## src/rtl/network_owner_sched_pkg.sv

```systemverilog
// Shared types and constants for the network ownership scheduler.
package network_owner_sched_pkg;

  typedef enum logic [1:0] {
    S_IDLE   = 2'd0,
    S_SWITCH = 2'd1,
    S_GRANT  = 2'd2,
    S_DRAIN  = 2'd3
  } sched_state_t;

  localparam logic [31:0] STATE_REG_TRUSTED   = 32'h0000_0001;
  localparam logic [31:0] STATE_REG_UNTRUSTED = 32'h0000_0000;

  function automatic logic [31:0] state_reg_value(input logic is_trusted);
    return is_trusted ? STATE_REG_TRUSTED : STATE_REG_UNTRUSTED;
  endfunction

  // Index of the (single) set bit of a one-hot vector, 0 when empty.
  function automatic int oh_to_idx(input logic [31:0] oh);
    int idx;
    idx = 0;
    for (int i = 0; i < 32; i++)
      if (oh[i]) idx = i;
    return idx;
  endfunction

endpackage

```

## src/rtl/network_owner_sched_rr_pick.sv

```systemverilog
// Round-robin picker: first requester strictly after ptr, wrapping modulo N.
module rr_pick #(
  parameter int N  = 4,
  parameter int PW = (N > 1) ? $clog2(N) : 1
) (
  input  logic [N-1:0]  req,
  input  logic [PW-1:0] ptr,
  output logic [N-1:0]  winner_oh,
  output logic          valid
);

  logic [PW-1:0] idx;

  always_comb begin
    winner_oh = '0;
    valid     = 1'b0;
    idx       = '0;
    // i runs 1..N so the pointer itself is searched last
    for (int i = 1; i <= N; i++) begin
      idx = PW'((int'(ptr) + i) % N);
      if (!valid && req[idx]) begin
        valid          = 1'b1;
        winner_oh[idx] = 1'b1;
      end
    end
  end

endmodule

```

## src/rtl/network_owner_sched.sv

```systemverilog
// Network ownership scheduler: round-robin hand-off with trusted/untrusted state writes.
// Optional NET_SCHED_DRAIN_TIMEOUT_EN forces DRAIN exit after DRAIN_TIMEOUT busy cycles.
module network_owner_sched
  import network_owner_sched_pkg::*;
#(
  parameter int N_REQ         = 4,
  parameter int TRUSTED_ID    = 0,
  parameter int MAX_HOLD      = 256,
  parameter int DRAIN_TIMEOUT = 64
) (
  input  logic             clk,
  input  logic             rst,
  input  logic [N_REQ-1:0] req,
  input  logic [N_REQ-1:0] rel_pulse,
  input  logic             net_busy,
  output logic [N_REQ-1:0] gnt,
  output logic             state_wr_en,
  output logic [31:0]      state_wr_value,
  output logic             trusted,
  output logic             drain_timeout_err
);

  localparam int PW = (N_REQ > 1) ? $clog2(N_REQ) : 1;
  localparam int HW = (MAX_HOLD > 1) ? $clog2(MAX_HOLD) : 1;
  localparam logic [PW-1:0] TID      = PW'(TRUSTED_ID);
  localparam logic [HW-1:0] HOLD_MAX = HW'(MAX_HOLD - 1);

  if (N_REQ < 1 || N_REQ > 32 || MAX_HOLD < 1 || DRAIN_TIMEOUT < 1 ||
      TRUSTED_ID < 0 || TRUSTED_ID >= N_REQ) begin : g_param_check
    $error("network_owner_sched: illegal parameter set");
  end

  sched_state_t     state_q, state_d;
  logic [PW-1:0]    owner_q, owner_d;
  logic [HW-1:0]    hold_q, hold_d;
  logic [N_REQ-1:0] gnt_d, owner_oh, pick_oh;
  logic             pick_vld, trusted_d, wr_en_d;
  logic [31:0]      wr_val_d;

`ifdef NET_SCHED_DRAIN_TIMEOUT_EN
  localparam int DW = (DRAIN_TIMEOUT > 1) ? $clog2(DRAIN_TIMEOUT) : 1;
  localparam logic [DW-1:0] DRAIN_LAST = DW'(DRAIN_TIMEOUT - 1);
  logic [DW-1:0] drain_q, drain_d;
  logic          err_d;
`endif

  // owner_q doubles as the round-robin pointer (last owner)
  rr_pick #(.N(N_REQ), .PW(PW)) u_rr_pick (
    .req       (req),
    .ptr       (owner_q),
    .winner_oh (pick_oh),
    .valid     (pick_vld)
  );

  assign owner_oh = N_REQ'(1) << owner_q;

  always_comb begin
    state_d  = state_q;
    owner_d  = owner_q;
    hold_d   = hold_q;
    gnt_d    = gnt;
    trusted_d = trusted;
    wr_en_d  = 1'b0;
    wr_val_d = state_wr_value;
`ifdef NET_SCHED_DRAIN_TIMEOUT_EN
    drain_d  = drain_q;
    err_d    = 1'b0;
`endif
    case (state_q)
      S_IDLE: begin
        if (pick_vld) begin
          state_d  = S_SWITCH;
          owner_d  = PW'(oh_to_idx(32'(pick_oh)));
          wr_en_d  = 1'b1;
          wr_val_d = state_reg_value(owner_d == TID);
        end
      end
      S_SWITCH: begin
        state_d   = S_GRANT;
        gnt_d     = owner_oh;
        trusted_d = (owner_q == TID);
        hold_d    = '0;
      end
      S_GRANT: begin
        // release and hold expiry share one branch, so only one DRAIN entry
        if (rel_pulse[owner_q] || !req[owner_q] ||
            (hold_q == HOLD_MAX && |(req & ~owner_oh))) begin
          state_d   = S_DRAIN;
          gnt_d     = '0;
          trusted_d = 1'b0;
`ifdef NET_SCHED_DRAIN_TIMEOUT_EN
          drain_d   = '0;
`endif
        end else if (hold_q != HOLD_MAX) begin
          hold_d = hold_q + 1'b1;
        end
      end
      S_DRAIN: begin
        if (!net_busy) state_d = S_IDLE;
`ifdef NET_SCHED_DRAIN_TIMEOUT_EN
        else if (drain_q == DRAIN_LAST) begin
          state_d = S_IDLE;
          err_d   = 1'b1;
        end else drain_d = drain_q + 1'b1;
`endif
        if (state_d == S_IDLE) begin
          wr_en_d  = 1'b1;
          wr_val_d = STATE_REG_UNTRUSTED;
        end
      end
      default: state_d = S_IDLE;
    endcase
  end

  always_ff @(posedge clk or posedge rst) begin
    if (rst) begin
      state_q        <= S_IDLE;
      owner_q        <= PW'(N_REQ - 1);
      hold_q         <= '0;
      gnt            <= '0;
      trusted        <= 1'b0;
      state_wr_en    <= 1'b0;
      state_wr_value <= STATE_REG_UNTRUSTED;
    end else begin
      state_q        <= state_d;
      owner_q        <= owner_d;
      hold_q         <= hold_d;
      gnt            <= gnt_d;
      trusted        <= trusted_d;
      state_wr_en    <= wr_en_d;
      state_wr_value <= wr_val_d;
    end
  end

`ifdef NET_SCHED_DRAIN_TIMEOUT_EN
  always_ff @(posedge clk or posedge rst) begin
    if (rst) begin
      drain_q           <= '0;
      drain_timeout_err <= 1'b0;
    end else begin
      drain_q           <= drain_d;
      drain_timeout_err <= err_d;
    end
  end
`else
  assign drain_timeout_err = 1'b0;
`endif

endmodule

```

## config.mk

```make
export PLATFORM = sky130hd
export DESIGN_NAME = network_owner_sched
export DESIGN_NICKNAME = d
export VERILOG_FILES = /design/src/rtl/network_owner_sched_pkg.sv /design/src/rtl/network_owner_sched_rr_pick.sv /design/src/rtl/network_owner_sched.sv
export SDC_FILE = /design/constraint.sdc
export NUM_CORES = 1
export LEC_CHECK = 0
export ABC_AREA = 1
export CAP_MARGIN = 20
export CORE_ASPECT_RATIO = 0.7
export CORE_MARGIN = 2
export CORE_UTILIZATION = 30
export CTS_CLUSTER_DIAMETER = 200
export DETAILED_ROUTE_END_ITERATION = 10
export DONT_BUFFER_PORTS = 1
export PLACE_DENSITY = 0.43
export SYNTH_ARGS = -nofsm -noshare
export SYNTH_HDL_FRONTEND = slang
export SYNTH_HIERARCHICAL = 1
export SYNTH_SLANG_ARGS = --single-unit
```

## constraint.sdc

```tcl
create_clock -name clk -period 2.2 [get_ports clk]
set_input_delay 0.22 -clock clk [delete_from_list [all_inputs] [get_ports clk]]
set_output_delay 0.22 -clock clk [all_outputs]
set_load 0.03 [all_outputs]
```

==> summary.md <==
| Metric | Value |
|---|---|
| Result of the run | `complete, but fails checks` |
| Violated checks | `negative hold slack` |
| Endpoint class of the critical path | `register` |
| Number of filler cells placed in the layout | `roughly 680` |
| Type of the setup path with the least slack | `register to register` |
| Fin crit share | `0.937` |
| Drt via density | `between 4 and 5` |
| Remaining routing DRC violations | `0` |
| Die Wd | `about 99 µm` |
| FF-to-FF path depth | `11` |
| IR Drop Worst-Case VDD | `0.309 mV` |
| Transition time of the tightest slew-check pin | `0.732 ns` |
| Number of top-level pins | `50` |
| Global-route wire length before repair | `~7100 µm` |
| Antenna violations before repair | `0` |
| Number of global-route vias before repair | `roughly 1,400` |
| Fmax | `0.485 GHz` |
| Clock tree from TritonCTS | `yes` |
| Maximum number of pins on one net before global-route repair | `21` |
| Critical path launch point | `owner_q[0]` |
| Cts bufs inserted | `3` |
| Part of the power in the clock network | `0.087` |
| Required time reported for the critical path endpoint | `between 2 and 2.5 ns` |
| Floorplan Core Area | `just over 6000 µm²` |
| HPWL after detailed placement | `3150 µm` |
| Share of layout cells above drive strength 1 | `0.122` |
| Buffer count from post-CTS setup fixing | `0` |
| First DRT Iteration DRCs | `77` |
| HP Class | `input pin to async pin` |
| Clock slew at the register clock pins of the worst setup and hold paths | `0.07 ns` |
| Gate count of the mapped netlist | `278` |
| Total grt overflow | `0` |
| Final non-filler cell area | `1910 µm²` |
| Num Clock Sinks | `18` |
| Accumulated negative setup slack | `0 ns` |
| Post-Synthesis Mean Instance Area | `6.79 µm²` |
| Largest driver fanout on the critical path | `6` |
| H-tree lvl count | `1` |
| Detailed-routing iteration count for the pre-antenna-repair pass | `4` |
| Util after Layout | `0.310` |
| Relative contribution of combinational cells to total power | `0.685` |
| R2R Path End | `state_wr_value[0]` |
| Cell-internal power | `between 1000 and 1500 µW` |
| Register-to-Register Setup Slack | `around 0.14 ns` |
| Signal arrival time at the worst endpoint | `about 2.2 ns` |
| Post-Place Cell Area | `1870 µm²` |
| Die Y | `about 70 µm` |
| Number of hold-slack violations in the final timing report | `16` |
| Startpoint of the most critical register-to-register path | `owner_q[0]` |
| Net switching power figure | `between 1500 and 2000 µW` |
| Element type at the critical path start | `register` |
| Worst clock skew on the final layout | `0.00463 ns` |
| Floorplan die area | `a little under 7000 µm²` |
| Final hold slack | `-0.0252 ns` |
| Number of antenna diodes | `0` |
| Last element of the critical path | `state_wr_value[0]` |
| Maximum capacitance violations | `0` |
| Number of rows in the core area | `24` |
| CTS root buffer | `sky130_fd_sc_hd__clkbuf_8` |
| Cell leakage power | `between 0.001 and 0.0015 µW` |
| Number of warning messages in the yosys log | `6` |
| Switch share | `0.566` |
| Post-detailed-routing wire length | `4110 µm` |
| Power per Cell Area | `roughly 1400 nW/µm²` |
| Initial Utilization | `0.307` |
| Total Power | `2660 µW` |
| Syn-to-layout area delta | `1.19%` |
| Relative slew slack | `0.512` |
| Setup repair after global routing missed its margin | `false` |
| Buffer depth of the longest clock path | `2` |
| GRT Resource Usage Total | `0.126` |
| Placer Congestion | `roughly 0.85` |
| Max Slew Vio Count | `0` |
| ANT nets after route | `0` |
| Detail-routed net length per standard cell | `11.5 µm` |
| Final setup violation count | `0` |
| Sequential fraction of design power | `0.227` |
| Final nets | `just over 300` |
| Vias | `1,581` |
| Post-route minimum period | `2.06 ns` |
| Input/output buffers | `0` |
| Cell area after synthesis | `~1900 µm²` |
| Clk_lat worst skew | `0.25 ns` |
metrics by stage:
stage | worst slack, ns | hold WS, ns | instances
floorplan | 0.0153 | 0.157 | 309
CTS | 0.143 | 0.00623 | 357
global placement | 0.185 | 0.280 | 354
detailed placement | 0.153 | 0.291 | 354
finish | 0.139 | -0.0252 | 357
global route | 0.00421 | 0.0428 | 357
area by class of cell:
class | count | area, µm² | area share
repair buffers | 5 | 41.3 | 0.0216
flip-flops and latches | 18 | 453 | 0.237
well taps | 78 | 97.6 | 0.0511
multi-input cells | 224 | 1170 | 0.610
inverters | 29 | 111 | 0.0583
clock buffers | 3 | 41.3 | 0.0216
cell usage in the layout, fill, tap and decap left out, drive strengths merged, types with 2 or more instances in the layout:
| cell | instances |
|---|---|
| nand2 | 96 |
| nand3 | 37 |
| conb | 32 |
| inv | 29 |
| nor2 | 23 |
| dfrtp | 16 |
| ha | 11 |
| nand4 | 5 |
| buf | 5 |
| o21ai | 5 |
| a21oi | 4 |
| nor3b | 3 |
| clkbuf | 3 |
| dfstp | 2 |
power by group through the flow:
stage,registers [µW],clock network (µW),logic [µW]
after floorplan,608,0,1520
after CTS,604,247,1830
after global routing,622,261,2070
after global placement,611,0,1840
after detailed placement,610,0,1820
final,605,233,1820
worst max-delay path, cell delays in order, from the launching register on:
cell	delay, ns
sky130_fd_sc_hd__dfstp_2	0.56
sky130_fd_sc_hd__inv_4	0.04
sky130_fd_sc_hd__ha_4	0.25
sky130_fd_sc_hd__inv_2	0.07
sky130_fd_sc_hd__nand3_4	0.09
sky130_fd_sc_hd__nand2_4	0.10
sky130_fd_sc_hd__nand2_2	0.06
sky130_fd_sc_hd__nor2_4	0.11
sky130_fd_sc_hd__nand2_1	0.07
sky130_fd_sc_hd__or2_2	0.35
sky130_fd_sc_hd__a21oi_1	0.16
sky130_fd_sc_hd__a31oi_1	0.06
worst min-delay path by stage:
| stage | slack (ns) | to |
|---|---|---|
| 3_5_place_dp | 0.29 | state_wr_value[0] |
| 4_1_cts | 0.006 | hold_q[6] |
| 6_report | -0.03 | hold_q[4] |
| 5_1_grt | 0.04 | hold_q[4] |
| 2_1_floorplan | 0.16 | gnt[1] |
| 3_3_place_gp | 0.28 | hold_q[6] |
registers in the layout, indices dropped and copies added, names as in the netlist:
| name | cells |
|---|---|
| hold_q | 8 |
| state_q | 2 |
| state_wr_en | 1 |
| owner_q | 2 |
| state_wr_value | 1 |
| gnt | 3 |
| trusted | 1 |
metal layers:
| layer | up-vias | wire length, µm | GRT usage |
|---|---|---|---|
| li1 | 820 | - | - |
| met1 | 698 | 2250 | 0.196 |
| met2 | 61 | 1540 | 0.177 |
| met3 | 2 | 296 | 0.0310 |
| met4 | 0 | 21 | 0.0183 |
| met5 | - | 0 | 0 |
timing repair:
action,in CTS,in global routing
gates resized for setup,0,1
hold buffers,0,0
endpoints found under the setup margin,0,1
(Power assumes the default switching activity.)
